### config.mk
export PLATFORM = sky130hd
export DESIGN_NAME = uart_rx_deserializer
export DESIGN_NICKNAME = d
export VERILOG_FILES = /design/src/rtl/uart_pkg.sv /design/src/rtl/uart_sync2.sv /design/src/rtl/uart_rx_deserializer.sv
export SDC_FILE = /design/constraint.sdc
export NUM_CORES = 1
export LEC_CHECK = 0
export CAP_MARGIN = 10
export CORE_UTILIZATION = 40
export CTS_CLUSTER_DIAMETER = 120
export DETAILED_ROUTE_END_ITERATION = 7
export PLACE_DENSITY = 0.7
export SLEW_MARGIN = 20
export SYNTH_ARGS = -nofsm -noshare
export SYNTH_HDL_FRONTEND = slang
export SYNTH_SLANG_ARGS = --single-unit
### constraint.sdc
create_clock -name clkin -period 4.75 [get_ports clkin]
set_clock_uncertainty 0.05 [all_clocks]
set_input_delay 1.425 -clock clkin [delete_from_list [all_inputs] [get_ports clkin]]
set_output_delay 1.425 -clock clkin [all_outputs]
set_load 0.005 [all_outputs]
### src/rtl/uart_pkg.sv
// Shared constants for the UART: receiver state encoding, register map and
// status bit positions.
package uart_pkg;

  localparam logic [1:0] IDLE  = 2'd0;
  localparam logic [1:0] START = 2'd1;
  localparam logic [1:0] DATA  = 2'd2;
  localparam logic [1:0] STOP  = 2'd3;

  typedef enum logic [1:0] {
    ST_IDLE  = IDLE,
    ST_START = START,
    ST_DATA  = DATA,
    ST_STOP  = STOP
  } rx_state_t;

  localparam logic [2:0] XMITDT = 3'd0;
  localparam logic [2:0] STATUS = 3'd1;
  localparam logic [2:0] DIVLSB = 3'd2;
  localparam logic [2:0] DIVMSB = 3'd3;
  localparam logic [2:0] RECVDT = 3'd4;
  localparam logic [2:0] CLRINT = 3'd7;

  localparam int TRANSMITTING = 0;
  localparam int RECEIVING    = 1;
  localparam int DONE_XMT     = 2;
  localparam int DONE_RCV     = 3;

endpackage

### src/rtl/uart_sync2.sv
// Two-flop synchronizer for a single asynchronous input. Both flops reset to
// RESET_VALUE; RESET_LEVEL selects which level of i_rst is the active one.
module uart_sync2
  import uart_pkg::*;
#(
  parameter logic RESET_LEVEL = 1'b0,
  parameter logic RESET_VALUE = 1'b1
) (
  input  logic i_clk,
  input  logic i_rst,
  input  logic i_d,
  output logic o_q
);

  logic r_meta;
  logic r_q;

  generate
    if (RESET_LEVEL == 1'b0) begin : g_rst_low
      always_ff @(posedge i_clk or negedge i_rst) begin
        if (!i_rst) begin
          r_meta <= RESET_VALUE;
          r_q    <= RESET_VALUE;
        end else begin
          r_meta <= i_d;
          r_q    <= r_meta;
        end
      end
    end else begin : g_rst_high
      always_ff @(posedge i_clk or posedge i_rst) begin
        if (i_rst) begin
          r_meta <= RESET_VALUE;
          r_q    <= RESET_VALUE;
        end else begin
          r_meta <= i_d;
          r_q    <= r_meta;
        end
      end
    end
  endgenerate

  assign o_q = r_q;

endmodule

### src/rtl/uart_rx_deserializer.sv
// UART receive front end: hunts for a start bit, samples each bit mid-period
// LSB first, and hands finished bytes to a one-deep holding register.
module uart_rx_deserializer
  import uart_pkg::*;
#(
  parameter int DATA_BITS = 8,
  parameter int DIV_WIDTH = 16
) (
  input  logic                 clkin,
  input  logic                 reset,
  input  logic                 din,
  input  logic [DIV_WIDTH-1:0] divisor,
  input  logic                 rx_ack,
  input  logic                 clr_err,
  output logic [DATA_BITS-1:0] rx_data,
  output logic                 rx_valid,
  output logic                 receiving,
  output logic                 frame_err,
  output logic                 overrun,
  output logic                 rx_int
);

  localparam int IDX_W = (DATA_BITS > 1) ? $clog2(DATA_BITS) : 1;

  logic                 w_din_s;
  logic                 r_din_d;
  logic                 w_start_edge;
  rx_state_t            r_state;
  rx_state_t            w_state_next;
  logic [DIV_WIDTH-1:0] r_cnt;
  logic [DIV_WIDTH-1:0] w_cnt_next;
  logic [DIV_WIDTH-1:0] r_div_l;
  logic [DIV_WIDTH-1:0] w_div_in;
  logic [DIV_WIDTH-1:0] w_half;
  logic [IDX_W-1:0]     r_bit_idx;
  logic [IDX_W-1:0]     w_bit_idx_next;
  logic [DATA_BITS-1:0] r_shift;
  logic [DATA_BITS-1:0] r_rx_data;
  logic                 r_rx_valid;
  logic                 r_frame_err;
  logic                 r_overrun;
  logic                 w_half_hit;
  logic                 w_bit_hit;
  logic                 w_last_bit;
  logic                 w_sample_bit;
  logic                 w_stop_ok;
  logic                 w_stop_bad;

  uart_sync2 #(
    .RESET_LEVEL (1'b0),
    .RESET_VALUE (1'b1)
  ) u_sync (
    .i_clk (clkin),
    .i_rst (reset),
    .i_d   (din),
    .o_q   (w_din_s)
  );

  // A divisor below 2 would leave no room for a half-bit sample point.
  assign w_div_in     = (divisor < DIV_WIDTH'(2)) ? DIV_WIDTH'(2) : divisor;
  assign w_half       = r_div_l >> 1;
  assign w_start_edge = r_din_d & ~w_din_s;
  assign w_half_hit   = (r_cnt == w_half - DIV_WIDTH'(1));
  assign w_bit_hit    = (r_cnt == r_div_l - DIV_WIDTH'(1));
  assign w_last_bit   = (r_bit_idx == IDX_W'(DATA_BITS - 1));
  assign w_sample_bit = (r_state == ST_DATA) && w_bit_hit;
  assign w_stop_ok    = (r_state == ST_STOP) && w_bit_hit && w_din_s;
  assign w_stop_bad   = (r_state == ST_STOP) && w_bit_hit && !w_din_s;

  always_ff @(posedge clkin or negedge reset) begin
    if (!reset) begin
      r_state   <= ST_IDLE;
      r_cnt     <= '0;
      r_bit_idx <= '0;
    end else begin
      r_state   <= w_state_next;
      r_cnt     <= w_cnt_next;
      r_bit_idx <= w_bit_idx_next;
    end
  end

  always_comb begin
    w_state_next   = r_state;
    w_cnt_next     = r_cnt + DIV_WIDTH'(1);
    w_bit_idx_next = r_bit_idx;
    case (r_state)
      ST_IDLE: begin
        w_cnt_next = '0;
        if (w_start_edge) w_state_next = ST_START;
      end
      ST_START: begin
        // A line that is high again at mid start bit was only a glitch.
        if (w_half_hit) begin
          w_cnt_next     = '0;
          w_bit_idx_next = '0;
          w_state_next   = w_din_s ? ST_IDLE : ST_DATA;
        end
      end
      ST_DATA: begin
        if (w_bit_hit) begin
          w_cnt_next = '0;
          if (w_last_bit) w_state_next = ST_STOP;
          else            w_bit_idx_next = r_bit_idx + IDX_W'(1);
        end
      end
      ST_STOP: begin
        if (w_bit_hit) begin
          w_cnt_next   = '0;
          w_state_next = ST_IDLE;
        end
      end
      default: begin
        w_state_next = ST_IDLE;
        w_cnt_next   = '0;
      end
    endcase
  end

  always_ff @(posedge clkin or negedge reset) begin
    if (!reset) begin
      r_din_d <= 1'b1;
      r_div_l <= DIV_WIDTH'(2);
      r_shift <= '0;
    end else begin
      r_din_d <= w_din_s;
      if (r_state == ST_IDLE && w_start_edge) r_div_l <= w_div_in;
      if (w_sample_bit) r_shift[r_bit_idx] <= w_din_s;
    end
  end

  // Sticky flags: a set in the same cycle as clr_err takes priority.
  always_ff @(posedge clkin or negedge reset) begin
    if (!reset) begin
      r_rx_data   <= '0;
      r_rx_valid  <= 1'b0;
      r_frame_err <= 1'b0;
      r_overrun   <= 1'b0;
    end else begin
      if (w_stop_ok) begin
        r_rx_data  <= r_shift;
        r_rx_valid <= 1'b1;
      end else if (rx_ack && r_rx_valid) begin
        r_rx_valid <= 1'b0;
      end
      if (w_stop_bad)   r_frame_err <= 1'b1;
      else if (clr_err) r_frame_err <= 1'b0;
      if (w_stop_ok && r_rx_valid && !rx_ack) r_overrun <= 1'b1;
      else if (clr_err)                       r_overrun <= 1'b0;
    end
  end

  assign rx_data   = r_rx_data;
  assign rx_valid  = r_rx_valid;
  assign receiving = (r_state != ST_IDLE);
  assign frame_err = r_frame_err;
  assign overrun   = r_overrun;
  assign rx_int    = r_rx_valid | r_frame_err;

endmodule

Yosys cells after proc, flatten, opt, wreduce, memory -nomap -nowiden
Index checks and enable logic that the tools add are counted.

word-level totals
  word-level logic and storage cells = 77
  bits of input ports = 21
  register bits after elaboration = 59
  output and inout port bits = 13

operators by class
  bitwise gates (word level) = 3
  reductions and logical operators = 20
  add/subtract/negate cells = 4
  order comparisons = 3
  equal/unequal tests = 12
  multiplexer cells = 23

operators by type and width
  cell                   count
  $mux 16                3
  $pmux 16 s3            1
  $eq 16x16->1           2
  $add 16x1->16 const B  1
  $lt 16x2->1 const B    1
  $sub 15x1->16 const B  1
  $sub 16x1->16 const B  1
  $mux 2                 6
  $ne 2x2->1 const B     6
  $reduce_bool 2->1      5
  $logic_and 1x1->1      9
  $mux 3                 3
  $bwmux 8               1
  $pmux 2 s4             1
  $mux 1                 6
  $pmux 3 s2             1
  $reduce_and 5->1       1
  $eq 2x2->1 const B     2
  $lt 3x4->1 const B     1
  $reduce_and 4->1       1
  $add 3x1->3 const B    1
  $demux 1 s3            1
  $eq 3x3->1 const B     1
  $ge 3x1->1 const B     1
  7 further kinds        8

Logic depth before layout (Yosys ltp)
Gate-level depths: netlist of the first run.

  depth after elaboration = 7
  gate-level depth with buffers = 11
  gate-level depth less buffers = 9

Hierarchy
A second synthesis of the first run with hierarchy kept.

unflattened totals
  cells, all modules = 387
  area total of the unflattened synthesis = 3739.8 sq um

by module, submodules not included
  module                area an instance (sq um)  cells an instance  instances
  uart_rx_deserializer  3687.3                    385                1
  uart_sync2            52.6                      2                  1

Least setup slack after synthesis of the first run
OpenSTA, ideal clock, no wires.

  path kind = register -> register
  from = reg r_div_l[1]
  to = reg r_shift[4]
  clock period less this slack = 3.137 ns
  cell stages (with the launch flop) = 11
  setup slack = 1.613 ns
  setup time = 0.127 ns
  arrival time = 2.960 ns
  buffers on the path = 1
  path through = dfstp_2 > inv_1 > ha_1 > or4b_1 > clkbuf_1 > nor4_2 > xnor2_1 > nand2b_4 > a2111o_1 > or4_1 > mux2_1

between the ends
  longest elaborated chain between the ends = 3

RTL lines
  item                           line                         text
  start, declared                uart_rx_deserializer.sv:32   logic [DIV_WIDTH-1:0] r_div_l;
  start signal, assigned         uart_rx_deserializer.sv:126  if (r_state == ST_IDLE && w_start_edge) r_div_l <= w_div_in;
  $sub 16x1->16                  uart_rx_deserializer.sv:64   assign w_bit_hit = (r_cnt == r_div_l - DIV_WIDTH'(1));
  $eq 16x16->1                   uart_rx_deserializer.sv:64
  $logic_and 1x1->1              uart_rx_deserializer.sv:66   assign w_sample_bit = (r_state == ST_DATA) && w_bit_hit;
  end signal, assigned by index  uart_rx_deserializer.sv:127  if (w_sample_bit) r_shift[r_bit_idx] <= w_din_s;
  end, declared                  uart_rx_deserializer.sv:37   logic [DATA_BITS-1:0] r_shift;

Every way passes these cells.
A chain may end at the register's enable or synchronous reset.

Final worst setup path of the first run
  from = reg r_div_l[1]
  to = reg r_rx_data[1] (netlist: rx_data[1])

between the ends
  longest elaborated chain between the ends = 4

RTL lines
  item                            line                         text
  $sub 16x1->16                   uart_rx_deserializer.sv:64
  $eq 16x16->1                    uart_rx_deserializer.sv:64
  $logic_and 1x1->1 (2 in a row)  uart_rx_deserializer.sv:67   assign w_stop_ok = (r_state == ST_STOP) && w_bit_hit && w_din_s;
  end signal, assigned            uart_rx_deserializer.sv:140  r_rx_data <= r_shift;
  end, declared                   uart_rx_deserializer.sv:38   logic [DATA_BITS-1:0] r_rx_data;

Every way passes these cells.

==> results of run 1 <==
worst max-delay path by stage:
stage,cells after the start,endpoint,slack [ns]
after global placement,9,rx_data[1],1.07
after CTS,9,rx_data[7],0.99
after global routing,9,rx_data[7],0.62
final,8,rx_data[1],1.04
after detailed placement,9,rx_data[1],1.01
after floorplan,10,r_shift[4],1.61
flip-flops by register name, summed over array words and instances (netlist names), named ones only:
| signal | cells |
|---|---|
| r_state | 1 |
| r_cnt | 16 |
| r_din_d | 1 |
| u_sync.r_meta | 1 |
| frame_err | 1 |
| rx_valid | 1 |
| overrun | 1 |
| r_div_l | 16 |
| u_sync.o_q | 1 |
| rx_data | 8 |
| r_bit_idx | 3 |
| r_shift | 8 |
power breakdown:
group	switching, mW	internal (mW)
clock network	0.223	0.191
registers	0.224	0.599
logic	0.397	0.378
total	0.845	1.17
cell families (layout without fill, tap and decap cells):
kind of cell             Yosys count  count (layout)  share of synthesized area
AND/OR/NAND/NOR                  132             132                      0.215
AO/OA/AOI/OAI                     59              59                      0.104
flip-flops                        59              59                      0.399
XOR/XNOR                          52              52                      0.123
buffers and inverters             39              62                     0.0438
multiplexers                      33              33                     0.0988
adder cells (fa/ha/maj)            5               5                     0.0169
layout make-up:
type | count | area, um2 | share of cell area
multi-input cells | 281 | 2070 | 0.488
flip-flops and latches | 59 | 1480 | 0.348
repair buffers | 36 | 348 | 0.0818
well taps | 108 | 135 | 0.0318
clock buffers | 9 | 124 | 0.0291
clock inverters | 7 | 52.6 | 0.0124
inverters | 10 | 37.5 | 0.00883
critical path, cell delays in order, from the launching register on:
cell and delay, ns:
dfstp_2 0.38, inv_1 0.18, ha_1 0.32, or4b_1 0.63
xnor2_1 0.26, o2111ai_1 0.25, a2111oi_0 0.69, nand4_2 0.44
mux2_2 0.39
per-layer routing:
metal / share of wire / track usage / wire (um)
met5: 0 / 0 / 0
met3: 0.041 / 0.0379 / 327
met1: 0.47 / 0.238 / 3710
met2: 0.47 / 0.280 / 3730
met4: 0.024 / 0.0850 / 192
layout by cell type (no fill, tap or decap), drive strengths merged, types with 4 or more instances in the layout:
master and count:
ha 5, clkinvlp 4, mux2 29, nand2 15, buf 4, nand2b 7
clkdlybuf4s50 32, mux2i 4, clkbuf 9, dfstp 4, nor2 14, a21oi 21
nand4 9, xnor2 32, xor2 20, or3 4, dfrtp 55, and3 5
nor2b 4, nor4 11, or4 8, nand3 19, inv 12, o21ai 11
nor3 11, nor3b 5
==> metrics.md, run 1 <==
| Metric | Value |
|---|---|
| Hold Path Class | `flip-flop to flip-flop` |
| Final setup viols | `0` |
| Post-synth cell types | `62` |
| CTS Hold Bufs | `0` |
| TNS Setup | `0 ns` |
| Pre-CTS WS | `1.01 ns` |
| Clk pin slew, worst setup/hold paths | `0.07 ns` |
| Die Ht | `98.3 um` |
| Cell taking the most area after synthesis | `dfrtp_1` |
| PortBufs | `33` |
| WP data arrival | `3.90 ns` |
| Most frequent cell after synthesis | `dfrtp_1` |
| WHS Endpoint | `u_sync.o_q` |
| ANT cells | `0` |
| FF-to-FF Start | `r_div_l[1]` |
| Synth top area cells | `dfrtp_1 (37%), mux2_2 (7.6%), xnor2_1 (7.5%)` |
| F_max | `0.269 GHz` |
| Final Power | `2.01 mW` |
| Worst setup path class | `flip-flop to flip-flop` |
| Main synth FF type | `dfrtp_1` |
| Crit Path Max Fanout | `10` |
| Depth of the CTS H-tree | `3` |
| Reg-to-Reg End | `rx_data[1]` |
| Detailed-route DRC error count | `4` |
| Post-CTS sizing | `0` |
| WP data required | `4.94 ns` |
| Register area share after synthesis | `0.399` |
| Setup crit start | `r_div_l[1]` |
| Post-CTS repair timing setup buffer count | `0` |
| WL final | `7960 um` |
| Ys async rst share | `1.00` |
| Fin util | `0.480` |
| GRT Total Usage | `0.179` |
| Worst-Skew Late Latency | `0.36 ns` |
| Filler instances | `863` |
| YS warnings | `0` |
| Worst Hold Depth | `0` |
| DP HPWL | `5890 um` |
| Post-synth EDFFs | `0` |
| TritonCTS Buffers | `9` |
| CP endpoint kind | `flip-flop` |
| Antenna violations before repair | `0` |
| Core area | `0.00885 mm2` |
| Largest net degree at the start of global routing | `34` |
| Power Density | `473 mW/mm2` |
| Root buffer cell | `clkbuf_8` |
| Seq cells post-synth | `59` |
| Final instance area | `0.00425 mm2` |
| Area added between synthesis and finish | `14.5%` |
| Clk buf depth | `2` |
| Initial Util | `0.420` |
| Final global-route overflow total | `0` |
| Peak supply drop | `0.271 mV` |
| Rows | `34` |
| Reg-to-reg slack, setup | `1.04 ns` |
| Pleak | `1.70 nW` |
| RSZ-0062 raised after global routing | `false` |
| Final ANT Viol Nets | `0` |
| Mean area per synthesized cell | `9.80 um2` |
| Tcrit/Tclk final | `0.782` |
| R2R depth | `8` |
| Cells after DPL | `494` |
| Drt wl/cell | `15.6 um` |
| Syn nets | `405` |
| Worst setup margin | `1.04 ns` |
| First-pass GRT wire length | `13,700 um` |
| Top cell types by occurrence after synthesis | `dfrtp_1 (55), xnor2_1 (32), mux2_2 (25)` |
| CTS tree | `done` |
| Synth Instances | `379` |
| Share of Yosys cell area claimed by the top area cell type | `0.371` |
| Initial DRC count | `154` |
| Die X | `98.3 um` |
| Initial DRT Pass Iterations | `8` |
| Violated checks | `design-rule violations` |
| Synthesized area | `0.00371 mm2` |
| DIE AREA | `0.00967 mm2` |
| CTS sink count | `59` |
| IO Pins | `34` |
| Max-slew violations | `0` |
| Hold slack | `0.310 ns` |
| Gpl congestion | `0.991` |
| Outcome | `finished, violations left` |
| Fin. Hold Viols | `0` |
| Worst Max-Slew Pin Slew | `0.799 ns` |
| Vias | `2,916` |
| CP Launch Type | `flip-flop` |
| Vias in the first global route | `2,809` |
| Final #Nets | `423` |
| Placed cell area | `0.00408 mm2` |
| Tmin final | `3.71 ns` |
| Fraction of layout cells with a size suffix above 1 | `0.149` |
| Rel. slew slack | `0.453` |
| Max Cap Violations | `0` |
| Non-Filler Instances | `510` |
| Vias per cell | `5.72` |
| Hold path startpoint | `u_sync.r_meta` |
Note: power is estimated with default switching activity, not from simulation.
==> run 2: changes to the inputs <==
--- a/config.mk
+++ b/config.mk
@@ -9,7 +9,7 @@
 export CORE_UTILIZATION = 40
 export CTS_CLUSTER_DIAMETER = 120
 export DETAILED_ROUTE_END_ITERATION = 7
-export PLACE_DENSITY = 0.7
+export PLACE_DENSITY = 0.72
 export SLEW_MARGIN = 20
 export SYNTH_ARGS = -nofsm -noshare
 export SYNTH_HDL_FRONTEND = slang
==> constraint.sdc (replaced) <==
create_clock -name clkin -period 3.3 [get_ports clkin]
set_clock_uncertainty 0.05 [all_clocks]
set_input_delay 0.99 -clock clkin [delete_from_list [all_inputs] [get_ports clkin]]
set_output_delay 0.99 -clock clkin [all_outputs]
set_load 0.005 [all_outputs]
==> metrics.md, run 2 (synthesized netlist as in run 1, its figures left out) <==
| Metric | Value |
|---|---|
| Outcome | `finished, violations left (unchanged)` |
| Violated checks | `design-rule violations (unchanged)` |
| Fin. Hold Viols | `0 (unchanged)` |
| Final ANT Viol Nets | `0 (unchanged)` |
| Worst setup path class | `flip-flop to flip-flop (unchanged)` |
| Core area | `0.00885 mm2 (unchanged)` |
| TNS Setup | `0 ns (unchanged)` |
| Tmin final | `3.15 ns (was 3.71 ns)` |
| Non-Filler Instances | `533 (was 510)` |
| CTS Hold Bufs | `0 (unchanged)` |
| Most frequent cells in the layout | `dfrtp_1 (55), xnor2_1 (32), clkdlybuf4s50_1 (32), mux2_2 (25), buf_4 (25) (was dfrtp_1 (55), xnor2_1 (32), clkdlybuf4s50_1 (32), mux2_2 (25), a21oi_1 (21))` |
| Depth of the CTS H-tree | `3 (unchanged)` |
| Cells after DPL | `517 (was 494)` |
| Crit Path Max Fanout | `7 (was 10)` |
| Rel. slew slack | `0.588 (was 0.453)` |
| Initial DRT Pass Iterations | `8 (unchanged)` |
| Die X | `98.3 um (unchanged)` |
| Gpl congestion | `0.868 (was 0.991)` |
| CTS sink count | `59 (unchanged)` |
| Detailed-route DRC error count | `3 (was 4)` |
| IO Pins | `34 (unchanged)` |
| Post-CTS repair timing setup buffer count | `0 (unchanged)` |
| Critical Path Max Stage Delay | `0.61 ns (was 0.69 ns)` |
| Crit path cell chain | `or4_1, nor4_4, xnor2_1, nand2b_4, a2111o_1, or4_1, mux2_1 (was inv_1, ha_1, or4b_1, xnor2_1, o2111ai_1, a2111oi_0, nand4_2, mux2_2)` |
| First-pass GRT wire length | `14,300 um (was 13,700 um)` |
| Vias in the first global route | `3,026 (was 2,809)` |
| Clk buf depth | `2 (unchanged)` |
| Drt wl/cell | `15.6 um (about the same)` |
| DP HPWL | `6140 um (was 5890 um)` |
| Worst Max-Slew Pin Slew | `0.612 ns (was 0.799 ns)` |
| RSZ-0062 raised after global routing | `false (unchanged)` |
| Antenna violations before repair | `0 (unchanged)` |
| Hold Path Class | `flip-flop to flip-flop (unchanged)` |
| WL final | `8300 um (was 7960 um)` |
| Vias per cell | `5.68 (was 5.72)` |
| Worst path bufs/invs | `0 (was 1)` |
| Final global-route overflow total | `0 (unchanged)` |
| Top cell family by delay on the critical path | `simple AND/OR/NAND/NOR gates (unchanged)` |
| Initial Util | `0.420 (unchanged)` |
| Area added between synthesis and finish | `20.9% (was 14.5%)` |
| CP endpoint kind | `flip-flop (unchanged)` |
| TritonCTS Buffers | `9 (unchanged)` |
| Tcrit/Tclk final | `0.955 (was 0.782)` |
| PortBufs | `33 (unchanged)` |
| Power Density | `707 mW/mm2 (was 473 mW/mm2)` |
| Final Power | `3.17 mW (was 2.01 mW)` |
| Final setup viols | `0 (unchanged)` |
| CP max stage cell | `or4_1 (was a2111oi_0)` |
| Worst setup margin | `0.149 ns (was 1.04 ns)` |
| Pleak | `1.84 nW (was 1.70 nW)` |
| Peak supply drop | `0.486 mV (was 0.271 mV)` |
| Multi-input gate area | `0.00210 mm2 (was 0.00207 mm2)` |
| Root buffer cell | `clkbuf_8 (unchanged)` |
| Fraction of layout cells with a size suffix above 1 | `0.202 (was 0.149)` |
| Max-slew violations | `0 (unchanged)` |
| Crit-path most repeated cell | `or4_1` |
| Filler instances | `815 (was 863)` |
| Largest regs | `r_cnt (16), r_div_l (16) (unchanged)` |
| Final #Nets | `446 (was 423)` |
| Initial DRC count | `151 (was 154)` |
| DIE AREA | `0.00967 mm2 (unchanged)` |
| Max Cap Violations | `0 (unchanged)` |
| Rows | `34 (unchanged)` |
| Die Ht | `98.3 um (unchanged)` |
| GRT Total Usage | `0.186 (was 0.179)` |
| ANT cells | `0 (unchanged)` |
| WP data arrival | `3.33 ns (was 3.90 ns)` |
| CP Launch Type | `flip-flop (unchanged)` |
| CTS tree | `done (unchanged)` |
| Pre-CTS WS | `0.0700 ns (was 1.01 ns)` |
| Vias | `3,028 (was 2,916)` |
| Sequential cell area | `0.00148 mm2 (unchanged)` |
| Most common cell after layout, fill and taps aside | `dfrtp_1 (unchanged)` |
| Clk pin slew, worst setup/hold paths | `0.08 ns (was 0.07 ns)` |
| Largest net degree at the start of global routing | `34 (unchanged)` |
| WP data required | `3.48 ns (was 4.94 ns)` |
| Worst-Skew Late Latency | `0.34 ns (was 0.36 ns)` |
| F_max | `0.317 GHz (was 0.269 GHz)` |
## run 2: worst paths after layout
path	start	endpoint	slack (ns)	depth (start not counted)
hold reg to reg	u_sync.r_meta	u_sync.o_q	0.30	0
min in group asynchronous	reset	r_div_l[2]	0.61	2
setup / recovery	r_div_l[13]	r_shift[7]	0.15	7
max in group asynchronous	reset	u_sync.r_meta	2.23	2
setup reg to reg	r_div_l[13]	r_shift[7]	0.15	7
hold / removal	u_sync.r_meta	u_sync.o_q	0.30	0
## run 2: power breakdown
part	switching, mW	total [mW]	internal, mW
Clock	0.319	0.671	0.352
Sequential	0.184	1.05	0.863
Combinational	0.756	1.45	0.699
## run 2: worst reg2reg max path: cells and delay by family, from the launching register on
kind | cells | cell delay (ns)
AND/OR/NAND/NOR | 4 | 1.61
multiplexers | 1 | 0.33
AO/OA/AOI/OAI | 1 | 0.46
XOR/XNOR | 1 | 0.12
flip-flops | 1 | 0.46
## run 2: per-stage QoR
| step | instance area, um2 | hold slack [ns] | util |
|---|---|---|---|
| after global routing | 4490 | 0.309 | 0.507 |
| final | 4490 | 0.305 | 0.507 |
| after detailed placement | 4260 | 0.299 | 0.481 |
| after global placement | 4260 | 0.296 | 0.481 |
| after floorplan | 3710 | 0.295 | - |
| after CTS | 4460 | 0.303 | 0.504 |
## run 2: layout make-up
type	count	area share
clock buffer	9	0.0276
clock inverter	7	0.0170
inverter	10	0.00836
multi-input combinational	281	0.468
sequential	59	0.330
tap	108	0.0301
timing repair buffer	59	0.119
## run 2: repair_timing
item	in CTS	in global routing
gates resized for setup	0	5
endpoints found under the hold margin	0	0
endpoints found under the setup margin	0	13
## run 2: metal layers
layer | part of all wire | GRT usage | up-vias
met4 | 0.025 | 0.0746 | 0
li1 | - | - | 1462
met2 | 0.47 | 0.297 | 68
met1 | 0.46 | 0.242 | 1484
met5 | 0 | 0 | -
met3 | 0.047 | 0.0465 | 14
==> run 3: changes to the inputs <==
--- a/config.mk
+++ b/config.mk
@@ -6,10 +6,13 @@
 export NUM_CORES = 1
 export LEC_CHECK = 0
 export CAP_MARGIN = 10
+export CELL_PAD_IN_SITES_DETAIL_PLACEMENT = 0
+export CELL_PAD_IN_SITES_GLOBAL_PLACEMENT = 1
 export CORE_UTILIZATION = 40
+export CTS_BUF_LIST = sky130_fd_sc_hd__clkbuf_8
 export CTS_CLUSTER_DIAMETER = 120
 export DETAILED_ROUTE_END_ITERATION = 7
-export PLACE_DENSITY = 0.72
+export PLACE_DENSITY = 0.86
 export SLEW_MARGIN = 20
 export SYNTH_ARGS = -nofsm -noshare
 export SYNTH_HDL_FRONTEND = slang
==> metrics.md, run 3 (synthesized netlist as in run 1, its figures left out) <==
| Metric | Value |
|---|---|
| Initial DRT Pass Iterations | `6 (was 8)` |
| IO Pins | `34 (unchanged)` |
| Vias per cell | `5.66 (was 5.68)` |
| Largest regs | `r_cnt (16), r_div_l (16) (unchanged)` |
| PortBufs | `33 (unchanged)` |
| Cells after DPL | `518 (was 517)` |
| TNS Setup | `0 ns (unchanged)` |
| Antenna violations before repair | `0 (unchanged)` |
| Multi-input gate area | `0.00211 mm2 (was 0.00210 mm2)` |
| Hold Path Class | `flip-flop to flip-flop (unchanged)` |
| Largest net degree at the start of global routing | `22 (was 34)` |
| Post-CTS repair timing setup buffer count | `0 (unchanged)` |
| Final global-route overflow total | `0 (unchanged)` |
| Root buffer cell | `clkbuf_8 (unchanged)` |
| Non-Filler Instances | `534 (was 533)` |
| Initial Util | `0.420 (unchanged)` |
| R2R depth | `9 (was 7)` |
| Most frequent cells in the layout | `dfrtp_1 (55), xnor2_1 (32), clkdlybuf4s50_1 (32), buf_4 (27), mux2_2 (25) (was dfrtp_1 (55), xnor2_1 (32), clkdlybuf4s50_1 (32), mux2_2 (25), buf_4 (25))` |
| Final setup viols | `0 (unchanged)` |
| Die Ht | `98.3 um (unchanged)` |
| Reg-to-reg slack, setup | `0.11 ns (was 0.15 ns)` |
| Depth of the CTS H-tree | `3 (unchanged)` |
| WL final | `8700 um (was 8300 um)` |
| Hold path startpoint | `u_sync.r_meta (unchanged)` |
| Final ANT Viol Nets | `0 (unchanged)` |
| Post-CTS sizing | `0 (unchanged)` |
| Worst Hold Depth | `0 (unchanged)` |
| CTS sink count | `59 (unchanged)` |
| Detailed-route DRC error count | `0 (was 3)` |
| Rel. slew slack | `0.602 (was 0.588)` |
| Worst-Skew Late Latency | `0.35 ns (was 0.34 ns)` |
| CP max stage cell | `or4_1 (unchanged)` |
| Placed cell area | `0.00426 mm2 (about the same)` |
| Reg-to-Reg End | `r_shift[4] (was r_shift[7])` |
| Clk buf depth | `2 (unchanged)` |
| Fraction of layout cells with a size suffix above 1 | `0.204 (was 0.202)` |
| Max Cap Violations | `0 (unchanged)` |
| Worst setup path class | `flip-flop to flip-flop (unchanged)` |
| Final instance area | `0.00451 mm2 (was 0.00449 mm2)` |
| CTS Hold Bufs | `0 (unchanged)` |
| Core area | `0.00885 mm2 (unchanged)` |
| Vias in the first global route | `3,008 (was 3,026)` |
| Clk pin slew, worst setup/hold paths | `0.07 ns (was 0.08 ns)` |
| DIE AREA | `0.00967 mm2 (unchanged)` |
| CTS tree | `done (unchanged)` |
| Tmin final | `3.19 ns (was 3.15 ns)` |
| TritonCTS Buffers | `9 (unchanged)` |
| Worst Max-Slew Pin Slew | `0.591 ns (was 0.612 ns)` |
| Most common cell after layout, fill and taps aside | `dfrtp_1 (unchanged)` |
| WP data arrival | `3.36 ns (was 3.33 ns)` |
| Die X | `98.3 um (unchanged)` |
| Power Density | `723 mW/mm2 (was 707 mW/mm2)` |
| Pleak | `1.86 nW (was 1.84 nW)` |
| Crit Path Max Fanout | `7 (unchanged)` |
| Initial DRC count | `163 (was 151)` |
| DP HPWL | `6520 um (was 6140 um)` |
| Filler instances | `807 (was 815)` |
| CP endpoint kind | `flip-flop (unchanged)` |
| CP Launch Type | `flip-flop (unchanged)` |
| Hold slack | `0.306 ns (was 0.305 ns)` |
| WP data required | `3.47 ns (was 3.48 ns)` |
| Critical Path Max Stage Delay | `0.54 ns (was 0.61 ns)` |
| RSZ-0062 raised after global routing | `false (unchanged)` |
| Drt wl/cell | `16.3 um (was 15.6 um)` |
| Area added between synthesis and finish | `21.5% (was 20.9%)` |
| Vias | `3,023 (was 3,028)` |
| F_max | `0.313 GHz (was 0.317 GHz)` |
| Top cell family by delay on the critical path | `simple AND/OR/NAND/NOR gates (unchanged)` |
| Fin util | `0.510 (was 0.507)` |
| Tcrit/Tclk final | `0.968 (was 0.955)` |
| Sequential cell area | `0.00148 mm2 (unchanged)` |
| Outcome | `finished, final reports clean (was finished, violations left)` |
| GRT Total Usage | `0.195 (was 0.186)` |
| Crit path cell chain | `inv_1, ha_1, or4b_4, nor4_2, xnor2_1, nand2b_4, a2111o_1, or4_1, mux2_1 (was or4_1, nor4_4, xnor2_1, nand2b_4, a2111o_1, or4_1, mux2_1)` |
| Rows | `34 (unchanged)` |
| Fin. Hold Viols | `0 (unchanged)` |
| Gpl congestion | `0.922 (was 0.868)` |
| ANT cells | `0 (unchanged)` |
| WHS Endpoint | `u_sync.o_q (unchanged)` |
| Worst path bufs/invs | `1 (was 0)` |
| Max-slew violations | `0 (unchanged)` |
| First-pass GRT wire length | `14,700 um (was 14,300 um)` |
| Peak supply drop | `0.303 mV (was 0.486 mV)` |
| Final #Nets | `447 (was 446)` |
| FF-to-FF Start | `r_div_l[1] (was r_div_l[13])` |
run 3: how the worst max path moves through the flow:
| stage | from | end | slack [ns] | cells after the start |
|---|---|---|---|---|
| 2_1_floorplan | r_div_l[1] | r_shift[4] | 0.16 | 10 |
| 3_3_place_gp | r_div_l[1] | rx_data[3] | 0.13 | 12 |
| 3_5_place_dp | r_div_l[1] | rx_data[7] | 0.06 | 10 |
| 4_1_cts | r_div_l[1] | rx_data[7] | 0.04 | 10 |
| 5_1_grt | r_div_l[2] | r_shift[4] | 0.003 | 9 |
| 6_report | r_div_l[1] | r_shift[4] | 0.11 | 9 |
run 3: power by group:
group | internal [mW] | total (mW) | switching (mW)
clock network | 0.431 | 0.748 | 0.317
registers | 0.864 | 1.05 | 0.185
logic | 0.689 | 1.47 | 0.777
run 3: area by class of cell:
class                      instances  area share
multi-input combinational        281       0.467
sequential                        59       0.328
timing repair buffer              60       0.117
tap                              108      0.0300
clock buffer                       9      0.0275
clock inverter                     7      0.0222
inverter                          10     0.00832
run 3: per-stage QoR:
step	power [mW]	worst slack (ns)
3_3_place_gp	2.45	0.131
4_1_cts	3.24	0.0400
5_1_grt	3.48	0.00257
6_report	3.26	0.106
2_1_floorplan	2.04	0.163
3_5_place_dp	2.48	0.0552
run 3: routing by layer:
metal	up-vias	wire length, um	track usage	part of all wire
li1	1465	-	-	-
met1	1487	4150	0.256	0.48
met2	59	4110	0.320	0.47
met3	12	323	0.0415	0.037
met4	0	123	0.0689	0.014
met5	-	0	0	0
